**src/rtl/round_key_add.sv**
```systemverilog
// AES-128 AddRoundKey stage with an on-the-fly key schedule.
// Walks the round keys forward (EN=1) or backward from round 10 (EN=0), one key per accepted block.
module round_key_add #(
   parameter bit EN = 1'b1
) (
   input  logic         clk,
   input  logic         rst_n,
   input  logic         key_valid,
   input  logic [127:0] key_in,
   output logic         key_ready,
   input  logic         in_valid,
   input  logic [127:0] data_in,
   output logic         in_ready,
   output logic         out_valid,
   input  logic         out_ready,
   output logic [127:0] data_out,
   output logic [3:0]   round_out,
   output logic         last
);

   typedef enum logic [1:0] {IDLE, PREP, RUN} state_t;

   localparam logic [7:0] SBOX [256] = '{
      8'h63, 8'h7c, 8'h77, 8'h7b, 8'hf2, 8'h6b, 8'h6f, 8'hc5, 8'h30, 8'h01, 8'h67, 8'h2b, 8'hfe, 8'hd7, 8'hab, 8'h76,
      8'hca, 8'h82, 8'hc9, 8'h7d, 8'hfa, 8'h59, 8'h47, 8'hf0, 8'had, 8'hd4, 8'ha2, 8'haf, 8'h9c, 8'ha4, 8'h72, 8'hc0,
      8'hb7, 8'hfd, 8'h93, 8'h26, 8'h36, 8'h3f, 8'hf7, 8'hcc, 8'h34, 8'ha5, 8'he5, 8'hf1, 8'h71, 8'hd8, 8'h31, 8'h15,
      8'h04, 8'hc7, 8'h23, 8'hc3, 8'h18, 8'h96, 8'h05, 8'h9a, 8'h07, 8'h12, 8'h80, 8'he2, 8'heb, 8'h27, 8'hb2, 8'h75,
      8'h09, 8'h83, 8'h2c, 8'h1a, 8'h1b, 8'h6e, 8'h5a, 8'ha0, 8'h52, 8'h3b, 8'hd6, 8'hb3, 8'h29, 8'he3, 8'h2f, 8'h84,
      8'h53, 8'hd1, 8'h00, 8'hed, 8'h20, 8'hfc, 8'hb1, 8'h5b, 8'h6a, 8'hcb, 8'hbe, 8'h39, 8'h4a, 8'h4c, 8'h58, 8'hcf,
      8'hd0, 8'hef, 8'haa, 8'hfb, 8'h43, 8'h4d, 8'h33, 8'h85, 8'h45, 8'hf9, 8'h02, 8'h7f, 8'h50, 8'h3c, 8'h9f, 8'ha8,
      8'h51, 8'ha3, 8'h40, 8'h8f, 8'h92, 8'h9d, 8'h38, 8'hf5, 8'hbc, 8'hb6, 8'hda, 8'h21, 8'h10, 8'hff, 8'hf3, 8'hd2,
      8'hcd, 8'h0c, 8'h13, 8'hec, 8'h5f, 8'h97, 8'h44, 8'h17, 8'hc4, 8'ha7, 8'h7e, 8'h3d, 8'h64, 8'h5d, 8'h19, 8'h73,
      8'h60, 8'h81, 8'h4f, 8'hdc, 8'h22, 8'h2a, 8'h90, 8'h88, 8'h46, 8'hee, 8'hb8, 8'h14, 8'hde, 8'h5e, 8'h0b, 8'hdb,
      8'he0, 8'h32, 8'h3a, 8'h0a, 8'h49, 8'h06, 8'h24, 8'h5c, 8'hc2, 8'hd3, 8'hac, 8'h62, 8'h91, 8'h95, 8'he4, 8'h79,
      8'he7, 8'hc8, 8'h37, 8'h6d, 8'h8d, 8'hd5, 8'h4e, 8'ha9, 8'h6c, 8'h56, 8'hf4, 8'hea, 8'h65, 8'h7a, 8'hae, 8'h08,
      8'hba, 8'h78, 8'h25, 8'h2e, 8'h1c, 8'ha6, 8'hb4, 8'hc6, 8'he8, 8'hdd, 8'h74, 8'h1f, 8'h4b, 8'hbd, 8'h8b, 8'h8a,
      8'h70, 8'h3e, 8'hb5, 8'h66, 8'h48, 8'h03, 8'hf6, 8'h0e, 8'h61, 8'h35, 8'h57, 8'hb9, 8'h86, 8'hc1, 8'h1d, 8'h9e,
      8'he1, 8'hf8, 8'h98, 8'h11, 8'h69, 8'hd9, 8'h8e, 8'h94, 8'h9b, 8'h1e, 8'h87, 8'he9, 8'hce, 8'h55, 8'h28, 8'hdf,
      8'h8c, 8'ha1, 8'h89, 8'h0d, 8'hbf, 8'he6, 8'h42, 8'h68, 8'h41, 8'h99, 8'h2d, 8'h0f, 8'hb0, 8'h54, 8'hbb, 8'h16
   };

   function automatic logic [7:0] rcon(input logic [3:0] idx);
      case (idx)
         4'd1:    rcon = 8'h01;
         4'd2:    rcon = 8'h02;
         4'd3:    rcon = 8'h04;
         4'd4:    rcon = 8'h08;
         4'd5:    rcon = 8'h10;
         4'd6:    rcon = 8'h20;
         4'd7:    rcon = 8'h40;
         4'd8:    rcon = 8'h80;
         4'd9:    rcon = 8'h1b;
         4'd10:   rcon = 8'h36;
         default: rcon = 8'h00;
      endcase
   endfunction

   state_t       state_q, state_d;
   logic [127:0] cur_key_q, cur_key_d;
   logic [127:0] base_key_q, base_key_d;
   logic [127:0] data_q, data_d;
   logic [3:0]   step_q, step_d;
   logic [3:0]   round_q, round_d;
   logic         out_valid_q, out_valid_d;
   logic         last_q, last_d;

   logic         key_acc, in_acc, inverse;
   logic [31:0]  w0, w1, w2, w3, inv_w3, sub_in, sub_out, rcon_w;
   logic [31:0]  f0, f1, f2, f3, i0, i1, i2;
   logic [3:0]   cur_round, rcon_idx;
   logic [127:0] next_key;

   assign key_ready = (state_q != PREP) && !out_valid_q;
   assign in_ready  = (state_q == RUN) && (!out_valid_q || out_ready) && !key_valid;
   assign key_acc   = key_valid && key_ready;
   assign in_acc    = in_valid && in_ready;

   assign out_valid = out_valid_q;
   assign data_out  = data_q;
   assign round_out = round_q;
   assign last      = last_q;

   // One S-box path: the inverse step needs SubWord of the already-recovered w3.
   assign {w0, w1, w2, w3} = cur_key_q;
   assign inverse   = !EN && (state_q == RUN);
   assign inv_w3    = w3 ^ w2;
   assign sub_in    = inverse ? inv_w3 : w3;
   assign sub_out   = {SBOX[sub_in[23:16]], SBOX[sub_in[15:8]], SBOX[sub_in[7:0]], SBOX[sub_in[31:24]]};
   assign cur_round = EN ? step_q : (4'd10 - step_q);
   assign rcon_idx  = inverse ? cur_round : (step_q + 4'd1);
   assign rcon_w    = {rcon(rcon_idx), 24'h000000};

   assign f0 = w0 ^ sub_out ^ rcon_w;
   assign f1 = w1 ^ f0;
   assign f2 = w2 ^ f1;
   assign f3 = w3 ^ f2;
   assign i2 = w2 ^ w1;
   assign i1 = w1 ^ w0;
   assign i0 = w0 ^ sub_out ^ rcon_w;
   assign next_key = inverse ? {i0, i1, i2, inv_w3} : {f0, f1, f2, f3};

   always_comb begin
      state_d     = state_q;
      cur_key_d   = cur_key_q;
      base_key_d  = base_key_q;
      step_d      = step_q;
      data_d      = data_q;
      round_d     = round_q;
      last_d      = last_q;
      out_valid_d = out_valid_q && !out_ready;
      if (key_acc) begin
         base_key_d = key_in;
         cur_key_d  = key_in;
         step_d     = 4'd0;
         state_d    = EN ? RUN : PREP;
      end else begin
         case (state_q)
            IDLE: ;
            PREP: begin
               cur_key_d = next_key;
               step_d    = step_q + 4'd1;
               if (step_q == 4'd9) begin
                  base_key_d = next_key;
                  step_d     = 4'd0;
                  state_d    = RUN;
               end
            end
            RUN: begin
               if (in_acc) begin
                  data_d      = data_in ^ cur_key_q;
                  out_valid_d = 1'b1;
                  round_d     = cur_round;
                  last_d      = (step_q == 4'd10);
                  // After the final key, rewind to the sequence start for the next block run.
                  if (step_q == 4'd10) begin
                     cur_key_d = base_key_q;
                     step_d    = 4'd0;
                  end else begin
                     cur_key_d = next_key;
                     step_d    = step_q + 4'd1;
                  end
               end
            end
            default: state_d = IDLE;
         endcase
      end
   end

   always_ff @(posedge clk or negedge rst_n) begin
      if (!rst_n) begin
         state_q     <= IDLE;
         cur_key_q   <= '0;
         base_key_q  <= '0;
         data_q      <= '0;
         step_q      <= '0;
         round_q     <= '0;
         out_valid_q <= 1'b0;
         last_q      <= 1'b0;
      end else begin
         state_q     <= state_d;
         cur_key_q   <= cur_key_d;
         base_key_q  <= base_key_d;
         data_q      <= data_d;
         step_q      <= step_d;
         round_q     <= round_d;
         out_valid_q <= out_valid_d;
         last_q      <= last_d;
      end
   end

endmodule

```
**config.mk**
```make
export PLATFORM = sky130hd
export DESIGN_NAME = round_key_add
export DESIGN_NICKNAME = d
export VERILOG_FILES = /design/src/rtl/round_key_add.sv
export SDC_FILE = /design/constraint.sdc
export NUM_CORES = 2
export LEC_CHECK = 0
export BUFFER_PORTS_ARGS = -buffer_cell sky130_fd_sc_hd__buf_2
export CORE_MARGIN = 2
export CORE_UTILIZATION = 45
export CTS_BUF_LIST = sky130_fd_sc_hd__clkbuf_2 sky130_fd_sc_hd__clkbuf_4 sky130_fd_sc_hd__clkbuf_8
export DETAILED_ROUTE_END_ITERATION = 8
export PLACE_DENSITY_LB_ADDON = 0.12
export SYNTH_ARGS = -nofsm -noshare
export SYNTH_HDL_FRONTEND = slang
export SYNTH_SLANG_ARGS = --single-unit
```
**constraint.sdc**
```tcl
create_clock -name clk -period 3.7 [get_ports clk]
set_input_delay 0.185 -clock clk [delete_from_list [all_inputs] [get_ports clk]]
set_output_delay 0.185 -clock clk [all_outputs]
set_load 0.01 [all_outputs]
```
### Yosys cells after proc, flatten, opt, wreduce, memory -nomap -nowiden

Memories as Yosys holds them, arrays and structs flattened.
Index checks and enable logic that the tools add are counted.

* $lt $le $gt $ge: 4
* multiplexer cells: 26
* equal/unequal tests: 8
* reduce and logical (&&, ||, !) cells: 19
* bitwise logic cells: 11
* $add $sub $neg: 1

Operators with widths (count)
* 128-bit two-way mux: 6
* 128-bit one-hot mux with 2 select lines: 1
* 32-bit XOR: 5
* 128-bit XOR: 1
* 8-bit two-way mux: 8
* 9-bit greater-or-equal comparator (second input constant): 4
* 8-bit NOT with 9-bit output: 4
* 4-bit two-way mux: 4
* 4-bit == test (second input constant): 2
* 4-bit one-hot mux with 2 select lines: 1
* 1-bit logical AND: 6
* 3-bit != test (second input constant): 2
* 2-bit AND reduction: 3
* 4-bit by 1-bit adder with 4-bit output (second input constant): 1
* 2-bit two-way mux: 2
* 2-bit by 1-bit != test with 1-bit output (second input constant): 2
* 2-bit one-hot mux with 2 select lines: 1
* 2-bit nonzero test: 2
* 1-bit logical NOT: 3
* 1-bit two-way mux: 3
* 3-bit AND reduction: 1
* 3-bit nonzero test: 1
* 2-bit by 1-bit == test with 1-bit output (second input constant): 1
* 2-bit == test (second input constant): 1
* 4 further kinds: 4

* word-level logic and storage cells: 82
* memories: 5
* output and inout bits: 136
* register bits: 396
* bits of input ports: 261
* ROM bits: 8320

Memories
* (name not given): depth 256, bits a word 8, rd ports 1, clocked after Yosys merged registers in 0, write ports 0, line 88 `assign sub_out = {SBOX[sub_in[23:16]], SBOX[sub_in[15:8]], SBOX[sub_in[7:0]], SBOX[sub_in[31:24]]};`
* (name not given): depth 256, bits a word 8, rd ports 1, clocked after Yosys merged registers in 0, write ports 0, line 88
* (name not given): depth 256, bits a word 8, rd ports 1, clocked after Yosys merged registers in 0, write ports 0, line 88
* (name not given): depth 256, bits a word 8, rd ports 1, clocked after Yosys merged registers in 0, write ports 0, line 88
* (name not given): depth 16, bits a word 8, rd ports 1, clocked after Yosys merged registers in 0, write ports 0, line 43 `case (idx)`

### Depth between registers and ports, before layout

* word-level depth: 13
* mapped depth: 15
* mapped depth without buffers: 11

### Worst setup path before layout

Ideal clock, no wire load.

* path type: flip-flop to flip-flop
* from: register cur_key_q[1]
* to: register cur_key_q[10]
* library setup time: 0.138 ns
* data required time: 3.562 ns
* clock period less this slack: 3.799 ns
* path buffers: 3
* cell stages (with the launch flop): 15
* slack: -0.099 ns
* arrival: 3.661 ns
* cell sequence: dfrtp_1 -> buf_2 -> buf_2 -> inv_1 -> ha_1 -> buf_2 -> nor2b_1 -> nor2_1 -> mux4_2 -> mux4_2 -> mux2_2 -> xor2_1 -> xor2_1 -> xnor2_1 -> o211ai_1

* cells in the longest elaborated chain, start to end: 13

Ends and longest elaborated chain
* from (decl): line 59 `logic [127:0] cur_key_q, cur_key_d;`
* from (signal assigned): line 161 `cur_key_q <= cur_key_d;`
* 8-bit NOT with 9-bit output (implied by the code) (*): line 88
* memory 256 x 8 bit (*)
* 8-bit two-way mux (implied by the code) (*) (2 in series): line 88
* 32-bit XOR (*) (2 in series)
* 32-bit XOR (*): line 94 `assign f1 = w1 ^ f0;`
* 32-bit XOR (*): line 95 `assign f2 = w2 ^ f1;`
* 32-bit XOR (*): line 96 `assign f3 = w3 ^ f2;`
* 128-bit two-way mux: line 135 `if (step_q == 4'd10) begin`
* 128-bit two-way mux: line 129 `if (in_acc) begin`
* 128-bit one-hot mux with 2 select lines (*): line 117 `case (state_q)`
* 128-bit two-way mux (*): line 111 `if (key_acc) begin`

Every way passes the cells marked *; elsewhere a longest branch is shown, timed or not. The select of a mux whose other input is x is not followed.
A chain may end at the register's enable or synchronous reset.

### Worst setup path after layout

* from: register cur_key_q[10]
* to: register cur_key_q[17]

The elaborated chain is that of the path after synthesis.

==> results.cfg <==
[outcome]
status = complete, but fails checks
failing_checks = hold timing

[route]
wl_per_cell_um = 25.57
final_antenna_net_count = 0
detail_route.vias_per_cell = 6.205
post-route-drc-count = 0
initialDrtViolationCount = 4386
drt_pass1_iterations = 8
detailroute.via_count = 36027
wl_um = 148500

[critical_path]
arrival_time_reported_for_the_critical_path_endpoint_ps = 4220
worst-endpoint-required_ps = 4230
critical-path-max-stage-delay_ps = 590
critical_path.reg2reg.startpoint = cur_key_q[10]$_DFFE_PN0P_
nature_of_the_critical_path_endpoint = register
worst_r2r_path_depth = 11
crit_buf_inv = 2
crit_fanout = 18
critical_path_cell_by_cell = buf_12, or2_4, and3_2, o211ai_1, o41ai_1, or4_1, mux2_4, xnor3_1, buf_4, xnor3_1, o211ai_1
highest_delay_cell_along_the_critical_path = sky130_fd_sc_hd__dfrtp_4
ff2ff_setup_slack_ps = 10
critical-path-top-delay-family = simple AND/OR/NAND/NOR gates
worst_r2r_endpoint = cur_key_q[17]$_DFFE_PN0P_
start_kind = register
setup.worst_path.class = register to register

[power]
powerDensity_nw_per_um2 = 1168
irDropWorstVdd_mv = 0.5651
power.share.sequential = 0.160
power_frac_comb = 0.742
clockPowerShare = 0.098
p_total_mw = 49.43
sw_frac_of_total = 0.4952
power.switching_mw = 24.48
cellLeakagePower_nw = 18.79
p_int_mw = 24.95

[run]
timing.max_cap.violations = 0

[final_layout]
layout_cell_share_with_drive_strength_beyond_1 = 0.2509
layout.cells.most_common_list = sky130_fd_sc_hd__nand2_1, sky130_fd_sc_hd__buf_4, sky130_fd_sc_hd__buf_2, sky130_fd_sc_hd__dfrtp_1, sky130_fd_sc_hd__o21ai_0
area_delta_synth_final_pct = 30.13
commonest_non_fill_non_tap_cell_in_the_layout = sky130_fd_sc_hd__nand2_1
final_nets = 5121

[yosys]
synth_sequential_area_ratio = 0.3038
ys_ff_latch = 395
largest_cells_by_area_after_synthesis = sky130_fd_sc_hd__dfrtp_1, sky130_fd_sc_hd__nand2_1, sky130_fd_sc_hd__mux4_2, sky130_fd_sc_hd__xnor2_1, sky130_fd_sc_hd__o21ai_0
synth_enable_flop_cells = 0
asyncSetResetFlopFracSynth = 1.000
synth.lib_cells_used.distinct = 96
synthesis.instances = 4012
synthFlopType = sky130_fd_sc_hd__dfrtp_1
post_synth.cell_area_avg_um2 = 8.109
netlist_area_um2 = 32530
synth_nets = 4333
post-synth-top-area-cell = sky130_fd_sc_hd__dfrtp_1
post_synth_top_area_share = 0.3038
yosys_warning_total = 0

[sta]
max_freq_mhz = 271.2
setup-tns-final_ps = 0
fin_skew_ps = 59.63
min_period_ps = 3688
final_critical_path_setup_slack_ps = 12.36
setup_violations_final = 0
maxSlewViolCount = 0
min_period_over_period = 0.9967
timing.slew.headroom = 0.4066
tightestPinTransition_ps = 890.2
rsz0062_at_grt = yes
timing.final.hold_violations = 1
worst_hold_slack_ps = -24.97

[hold_path]
hold_class = input port to asynchronous set/reset pin

[floorplan]
die_width_um = 272.9
die_height_um = 272.9
core_area_um2 = 71490
rows = 98
ioPinCount = 397
initial_core_util = 0.4551
area_of_the_die_um2 = 74460

[clocking]
tritoncts.num_buffers = 74
ctsRootBufferMaster = sky130_fd_sc_hd__clkbuf_8
worst_setup_hold_path_clk_slew_ps = 70
insertion_delay_ps = 740
cts_tree = built
clock_path_buffers = 3
htree_levels = 3
clock_sinks = 395

[placed_design]
place_hpwl_um = 105600
routabilityCongestion = 1.070
portBuffers = 396
pre_cts_ws_ps = -105.3

[global_route]
first_global_vias = 34820
globalRoute.totalOverflow = 0
grtUsageTotal = 0.3895
pin_count_of_the_biggest_net_entering_global_routing = 216
grt_antenna_before_repair = 11
grt_pass1_wl_um = 221800
==> routing by layer <==
layer  GRT usage  wire, um  vias up
met3     0.09595     16090      490
li1            -         -    16019
met4      0.1738      7355       14
met5           0        98        -
met2      0.5919     65040     2227
met1      0.5247     59900    17277
==> synthesized netlist by cell type (20+ instances only) <==
master	instances
sky130_fd_sc_hd__nand2_1	747
sky130_fd_sc_hd__o311ai_0	44
sky130_fd_sc_hd__mux4_2	97
sky130_fd_sc_hd__a221oi_1	20
sky130_fd_sc_hd__clkbuf_1	226
sky130_fd_sc_hd__o211ai_1	63
sky130_fd_sc_hd__nand2b_1	89
sky130_fd_sc_hd__dfrtp_1	395
sky130_fd_sc_hd__inv_1	48
sky130_fd_sc_hd__a31oi_1	50
sky130_fd_sc_hd__a211oi_1	60
sky130_fd_sc_hd__a21oi_1	253
sky130_fd_sc_hd__nor2b_1	74
sky130_fd_sc_hd__xnor2_1	225
sky130_fd_sc_hd__or2_2	25
sky130_fd_sc_hd__buf_2	102
sky130_fd_sc_hd__nor2_1	221
sky130_fd_sc_hd__a22oi_1	44
sky130_fd_sc_hd__a211o_1	24
sky130_fd_sc_hd__nand3_1	93
sky130_fd_sc_hd__xor2_1	38
sky130_fd_sc_hd__and2_1	25
sky130_fd_sc_hd__o22ai_1	53
sky130_fd_sc_hd__o221ai_1	36
sky130_fd_sc_hd__ha_1	60
sky130_fd_sc_hd__o21ai_0	346
sky130_fd_sc_hd__a311oi_1	30
sky130_fd_sc_hd__nor3_1	74
sky130_fd_sc_hd__buf_1	40
sky130_fd_sc_hd__o21a_1	25
sky130_fd_sc_hd__mux2i_1	35
==> power by group through the flow <==
| stage | logic (mW) | registers (mW) | clock network (mW) |
|---|---|---|---|
| 4_1_cts | 35.3 | 7.86 | 4.93 |
| 3_5_place_dp | 34.9 | 7.90 | 0 |
| 2_1_floorplan | 21.6 | 7.30 | 0 |
| 5_1_grt | 38.8 | 8.10 | 5.12 |
| 6_report | 36.7 | 7.91 | 4.86 |
| 3_3_place_gp | 35.2 | 7.89 | 0 |
==> through the flow <==
step,cells,cell area [um2],utilization
2_1_floorplan,4012,32540,-
3_3_place_gp,5409,37900,0.5302
3_5_place_dp,5409,37900,0.5302
4_1_cts,5796,42180,0.5900
5_1_grt,5804,42330,0.5922
6_report,5806,42340,0.5922
==> worst reg2reg max path, cell delays in order (launching register included) <==
cell and delay (ps):
sky130_fd_sc_hd__dfrtp_4 590, sky130_fd_sc_hd__buf_12 180, sky130_fd_sc_hd__or2_4 300, sky130_fd_sc_hd__and3_2 260
sky130_fd_sc_hd__o211ai_1 170, sky130_fd_sc_hd__o41ai_1 110, sky130_fd_sc_hd__or4_1 580, sky130_fd_sc_hd__mux2_4 310
sky130_fd_sc_hd__xnor3_1 210, sky130_fd_sc_hd__buf_4 160, sky130_fd_sc_hd__xnor3_1 220, sky130_fd_sc_hd__o211ai_1 430
==> cell type report <==
cell class | count | area [um2]
fill | 6400 | 29150
multi-input combinational | 3166 | 20920
sequential | 395 | 9915
timing repair buffer | 1103 | 8444
clock buffer | 112 | 1398
tap | 950 | 1189
clock inverter | 15 | 236.5
inverter | 60 | 225.2
antenna | 5 | 12.51
==> state kept, by name (all words and copies together) (netlist names) <==
register	flops
state_q	1
round_out	4
last	1
cur_round	4
base_key_q	128
data_out	128
cur_key_q	128
out_valid	1
==> kinds of logic (layout without fill, tap and decap cells) <==
kind of cell    after synthesis  count (layout)  synth area share
flops                       395             395            0.3038
simple gates               1452            1452            0.2008
buf+inv                     451            1290           0.05930
mux                         152             152           0.08492
fa+ha+maj                    60              60           0.02308
other cells                   0               5                 0
compound gates             1220            1220            0.2456
xor+xnor                    282             282           0.08246
==> how the worst max path moves through the flow <==
stage / start / to / slack, ps / cells past startpoint
2_1_floorplan: cur_key_q[24]$_DFFE_PN0P_ / cur_key_q[38]$_DFFE_PN0P_ / 20 / 14
3_3_place_gp: cur_key_q[8]$_DFFE_PN0P_ / cur_key_q[22]$_DFFE_PN0P_ / -130 / 13
3_5_place_dp: cur_key_q[8]$_DFFE_PN0P_ / cur_key_q[22]$_DFFE_PN0P_ / -110 / 13
4_1_cts: cur_key_q[8]$_DFFE_PN0P_ / cur_key_q[22]$_DFFE_PN0P_ / 3 / 13
5_1_grt: cur_key_q[8]$_DFFE_PN0P_ / cur_key_q[17]$_DFFE_PN0P_ / -50 / 13
6_report: cur_key_q[10]$_DFFE_PN0P_ / cur_key_q[17]$_DFFE_PN0P_ / 10 / 11
==> repair_timing <==
action / CTS / global route
pin swaps: 1 / 5
resized for setup: 11 / 37
endpoints found under the setup margin: 6 / 32
buffers inserted: 0 / 5
endpoints found under the hold margin: 559 / 0
hold buffers: 260 / 0
Note: power is estimated with default switching activity, not from simulation.
